$ cat src/rtl/key_debounce_bank.sv
`default_nettype none
// ============================================================================
// Module      : key_debounce_bank
// Description : Debounces a bank of raw mechanical key inputs. A shared
//               prescaler generates a sample tick. On each tick, a per-key
//               saturating counter tracks how many consecutive ticks the
//               sampled level has differed from the debounced state. When
//               that count reaches DB_COUNT, the key flips. A single pulse
//               flags any change in the debounced vector.
// Parameters  : NUM_KEYS - number of independent keys (>=1)
//               TICK_DIV - clk_i cycles per sample tick (>=1)
//               DB_COUNT - consecutive differing ticks to flip a key (>=1)
// Ports       : clk_i          in  1        fabric clock, rising edge
//               rst_i          in  1        synchronous reset, active-high
//               keys_i         in  NUM_KEYS raw key levels, 1 = pressed
//               keys_o         out NUM_KEYS debounced key state, registered
//               keys_changed_o out 1        one-cycle pulse on any keys_o change
// Option      : define KEYS_SYNC_EN to pass keys_i through a 2-flop
//               synchronizer before sampling (+2 cycles input latency).
// Revision    : 1.0 - initial release
// ============================================================================
module key_debounce_bank #(
    parameter int NUM_KEYS = 61,
    parameter int TICK_DIV = 470,
    parameter int DB_COUNT = 8
) (
    input  logic                clk_i,
    input  logic                rst_i,
    input  logic [NUM_KEYS-1:0] keys_i,
    output logic [NUM_KEYS-1:0] keys_o,
    output logic                keys_changed_o
);

    // Prescaler needs at least one bit even when TICK_DIV == 1.
    localparam int c_PW = (TICK_DIV > 1) ? $clog2(TICK_DIV) : 1;
    localparam int c_CW = $clog2(DB_COUNT + 1);

    localparam logic [c_PW-1:0] c_PRESC_LAST = c_PW'(TICK_DIV - 1);
    localparam logic [c_PW-1:0] c_PRESC_ONE  = c_PW'(1);
    localparam logic [c_CW-1:0] c_CNT_LAST   = c_CW'(DB_COUNT - 1);
    localparam logic [c_CW-1:0] c_CNT_MAX    = c_CW'(DB_COUNT);
    localparam logic [c_CW-1:0] c_CNT_ONE    = c_CW'(1);

    // ------------------------------------------------------------------
    // Sample-tick prescaler
    // ------------------------------------------------------------------
    logic [c_PW-1:0] r_presc;
    logic            w_tick;

    // With TICK_DIV == 1 the prescaler is stuck at 0 == c_PRESC_LAST,
    // so every non-reset cycle is a tick.
    assign w_tick = (r_presc == c_PRESC_LAST);

    always_ff @(posedge clk_i) begin
        if (rst_i) begin
            r_presc <= '0;
        end else if (w_tick) begin
            r_presc <= '0;
        end else begin
            r_presc <= r_presc + c_PRESC_ONE;
        end
    end

    // ------------------------------------------------------------------
    // Input sampling path
    // ------------------------------------------------------------------
    logic [NUM_KEYS-1:0] w_sample;

`ifdef KEYS_SYNC_EN
    logic [NUM_KEYS-1:0] r_sync_meta;
    logic [NUM_KEYS-1:0] r_sync_out;

    always_ff @(posedge clk_i) begin
        if (rst_i) begin
            r_sync_meta <= '0;
            r_sync_out  <= '0;
        end else begin
            r_sync_meta <= keys_i;
            r_sync_out  <= r_sync_meta;
        end
    end

    assign w_sample = r_sync_out;
`else
    assign w_sample = keys_i;
`endif

    // ------------------------------------------------------------------
    // Per-key debounce counters
    // ------------------------------------------------------------------
    logic [c_CW-1:0]     r_cnt     [NUM_KEYS];
    logic [c_CW-1:0]     w_cnt_nxt [NUM_KEYS];
    logic [NUM_KEYS-1:0] w_keys_nxt;

    always_comb begin
        w_keys_nxt = keys_o;
        for (int k = 0; k < NUM_KEYS; k++) begin
            w_cnt_nxt[k] = r_cnt[k];
            if (w_tick) begin
                if (w_sample[k] == keys_o[k]) begin
                    // Any agreement with the current state restarts the count.
                    w_cnt_nxt[k] = '0;
                end else if (r_cnt[k] == c_CNT_LAST) begin
                    w_keys_nxt[k] = w_sample[k];
                    w_cnt_nxt[k]  = '0;
                end else if (r_cnt[k] != c_CNT_MAX) begin
                    // Saturating increment; never wraps.
                    w_cnt_nxt[k] = r_cnt[k] + c_CNT_ONE;
                end
            end
        end
    end

    always_ff @(posedge clk_i) begin
        if (rst_i) begin
            for (int k = 0; k < NUM_KEYS; k++) begin
                r_cnt[k] <= '0;
            end
            keys_o         <= '0;
            keys_changed_o <= 1'b0;
        end else begin
            r_cnt          <= w_cnt_nxt;
            keys_o         <= w_keys_nxt;
            // One pulse no matter how many keys flip together.
            keys_changed_o <= (w_keys_nxt != keys_o);
        end
    end

endmodule
`default_nettype wire

$ cat config.mk
export PLATFORM = sky130hd
export DESIGN_NAME = key_debounce_bank
export DESIGN_NICKNAME = d
export VERILOG_FILES = /design/src/rtl/key_debounce_bank.sv
export SDC_FILE = /design/constraint.sdc
export NUM_CORES = 1
export LEC_CHECK = 0
export ABC_AREA = 1
export CAP_MARGIN = 20
export CELL_PAD_IN_SITES_DETAIL_PLACEMENT = 1
export CELL_PAD_IN_SITES_GLOBAL_PLACEMENT = 2
export CORE_MARGIN = 8
export CORE_UTILIZATION = 30
export DETAILED_ROUTE_END_ITERATION = 8
export GPL_TIMING_DRIVEN = 0
export PLACE_DENSITY_LB_ADDON = 0.1
export REMOVE_ABC_BUFFERS = 1
export SKIP_LAST_GASP = 1
export SLEW_MARGIN = 25
export SYNTH_ARGS = -nofsm -noshare
export SYNTH_HDL_FRONTEND = slang
export SYNTH_SLANG_ARGS = --single-unit
$ cat constraint.sdc
create_clock -name clk_i -period 3.9 [get_ports clk_i]
set_input_delay 0.39 -clock clk_i [delete_from_list [all_inputs] [get_ports clk_i]]
set_output_delay 0.39 -clock clk_i [all_outputs]
set_load 0.03 [all_outputs]
==> run_results.csv <==
group,metric,value,unit
routing,post_drt_wl_per_cell,14.7,µm
power,power,7.41,mW
global_routing,grt_pass1_vias,17249,
timing,period_minus_slack,3290,ps
clock_network,cts_setup_buffers,0,
routing,route.detailed.drc,0,
clock_network,clock-root-buffer,"clkbuf_16",
clock_network,cts.reportedPaths.clkPinSlew,60,ps
timing,rsz0062_at_grt,"false",
critical_path,rr_startpoint,"r_presc[0]",
clock_network,htree_num_levels,2,
power,seqPwrFrac,43.5,%
placement,hpwl,35400,µm
critical_path,cp-startpoint,"r_presc[0]",
clock_network,clock_latency,570,ps
global_routing,grtUsageTotal,14.8,%
floorplanning,rows,89,
floorplanning,die_w,260,µm
routing,viasPerCell,4.77,
hold_path,hold_path_depth,2,
routing,ant_nets,0,
critical_path,path_max_fanout,43,
run_status,outcome,"finished, final reports clean",
hold_path,hp-class,"input port to register",
power,p_switching,1.73,mW
placement,io_buffers,124,
power,switching_share,23.4,%
floorplanning,core-area,58900,µm²
job,maxCapViolCount,0,
timing,setup_viol,0,
final_layout,layout.nets,2845,
timing,slew_viol_final,0,
timing,worst_pin_slew,1030,ps
timing,timing.final.ws_setup,609,ps
timing,fin_skew,17.9,ps
timing,fmax,304,MHz
global_routing,grt.overflow.total,0,
power,p_per_area,349,nW/µm²
power,p_clk_share,52.5,%
final_layout,drive_above_1_share,5.47,%
critical_path,endpoint,"r_cnt[3]",
timing,finalHoldViolations,0,
final_layout,fillers,7300,
routing,drtIter0Drc,445,
power,internal_power,5.67,mW
timing,post-route-period-util,84.4,%
floorplanning,boundaryPins,125,
global_routing,grt_pass1_wl,83900,µm
critical_path,start_kind,"register",
global_routing,antenna_found_initial,2,
clock_network,cts_tree,"built",
synthesis,syn_area,17800,µm²
critical_path,reg2reg_slack,610,ps
floorplanning,initial_utilization,30.2,%
floorplanning,dieArea,67400,µm²
power,combPwrFrac,4.0,%
critical_path,crit_type,"register to register",
clock_network,cts_resized,0,
routing,num_vias,16524,
critical_path,arrival,3750,ps
clock_network,numCtsBuffers,44,
routing,drt-total-wl,50800,µm
global_routing,grt_max_degree,77,
placement,place_ws,502,ps
clock_network,cts.sinks,315,
floorplanning,die_h,260,µm
synthesis,syn_inst,2531,
routing,first_pass_iters,4,
synthesis,post_synth.cell_area_avg,7.04,µm²
synthesis,ys_seq_area_share,35.4,%
critical_path,worstPathRequired,4360,ps
placement,gp_congestion,0.765,
power,leakage,8.45,nW
clock_network,clockBufferDepth,3,
final_layout,final_util,36.1,%
synthesis,ys_warn_count,0,
synthesis,synth.distinct_cells,38,
critical_path,r2r_end,"r_cnt[3]",
final_layout,area_growth,19.3,%
critical_path,cp-end-kind,"register",
timing,slew_headroom,31.6,%
clock_network,ctsHoldBuffers,0,
critical_path,ff2ff_path_depth,10,
power,vdd_ir_drop_max,329,µV
synthesis,ys_ff_latch,315,
[logic make-up after synthesis]
family,synth area share (%)
DFF,35.4
AOI/OAI and AO/OA,15.5
xor gates and xnor gates,4.18
buffers and inverters,10.5
and+or+nand+nor,25.8
adders and majority gates,8.71
[synth_stat cells, drive strengths merged]
cell,number,area (µm²)
nand2,532,2090
inv,422,1590
nor2,350,1470
dfxtp,315,6310
a21oi,177,886
o21ai,131,659
ha,124,1550
a211oi,122,916
nand3,84,420
xor2,68,596
nand4,59,369
nor3,35,195
clkbuf,25,93.8
buf,21,166
xnor2,17,149
a221oi,11,96.3
o21a,10,75.1
o211ai,8,60.1
a31oi,6,37.5
clkinv,5,20.0
nor3b,4,30.0
and2,2,12.5
o31ai,2,15.0
o21bai,1,7.51
[power groups by stage]
stage	clock (mW)	combinational [mW]	sequential, mW
2_1_floorplan	0	0.128	3.29
3_3_place_gp	0	0.290	3.29
3_5_place_dp	0	0.300	3.29
4_1_cts	4.07	0.302	3.22
5_1_grt	4.19	0.332	3.22
6_report	3.89	0.294	3.22
[cell type report]
type	count	area, µm²	area share, %
diodes	1	2.50	0.0118
inverters	427	1620	7.61
well taps	773	967	4.55
flip-flops and latches	315	6310	29.7
clock buffers	67	1300	6.11
clock inverters	10	82.6	0.388
repair buffers	127	1330	6.25
multi-input cells	1743	9650	45.4
[worst max-delay path, cell delays in order, from the launching register on]
cell and delay (ps):
dfxtp_1 390, ha_1 170, nand2_1 120, nor2_2 170, nand2_4 550, inv_4 900
nand2_1 330, inv_1 190, nand4_1 120, o21ai_0 170, nor2_1 60
[state kept, by name, summed over array words and instances, names as in the netlist]
| name | cells |
|---|---|
| r_presc | 9 |
| r_cnt | 244 |
| keys_o | 61 |
| keys_changed_o | 1 |
[cell usage in the layout (no fill, tap or decap), drive strengths merged]
| cell | Yosys | final |
|---|---|---|
| diode | 0 | 1 |
| o21bai | 1 | 1 |
| dfxtp | 315 | 315 |
| inv | 422 | 424 |
| nor2 | 350 | 350 |
| ha | 124 | 124 |
| a221oi | 11 | 11 |
| nor3 | 35 | 35 |
| buf | 21 | 4 |
| nand2 | 532 | 532 |
| xnor2 | 17 | 17 |
| nand4 | 59 | 59 |
| clkinv | 5 | 12 |
| and2 | 2 | 2 |
| bufinv | 0 | 1 |
| clkbuf | 25 | 67 |
| nor3b | 4 | 4 |
| nand3 | 84 | 84 |
| clkdlybuf4s50 | 0 | 123 |
| a211oi | 122 | 122 |
| a21oi | 177 | 177 |
| xor2 | 68 | 68 |
| o31ai | 2 | 2 |
| a31oi | 6 | 6 |
| o211ai | 8 | 8 |
| o21a | 10 | 10 |
| o21ai | 131 | 131 |
[worst min-delay path by stage]
stage               startpoint             end  slack, ps
floorplan           r_presc[0]      r_presc[0]        430
global placement    r_presc[0]      r_presc[0]        450
detailed placement  r_presc[0]      r_presc[0]        480
CTS                      rst_i  keys_changed_o        230
global route             rst_i  keys_changed_o        280
finish                   rst_i      r_cnt[209]        280
[stage by stage]
| step | cells | TNS (ps) | hold WS (ps) | instance area (µm²) |
|---|---|---|---|---|
| after CTS | 3462 | 0 | 232 | 21300 |
| after global routing | 3462 | 0 | 280 | 21300 |
| final | 3463 | 0 | 276 | 21300 |
| after detailed placement | 3385 | 0 | 478 | 19900 |
| after floorplan | 2485 | 0 | 433 | 17600 |
| after global placement | 3382 | -1915340 | 452 | 19800 |
[routing by layer]
metal  track usage, %  vias up  part of all wire (%)
li1                 -     8432                     -
met1             17.7     7861                    46
met2             26.5      156                    48
met3             2.99       73                   3.6
met4             4.05        2                   2.2
met5                0        -                 0.026
Power figures use the tool's default switching activity.
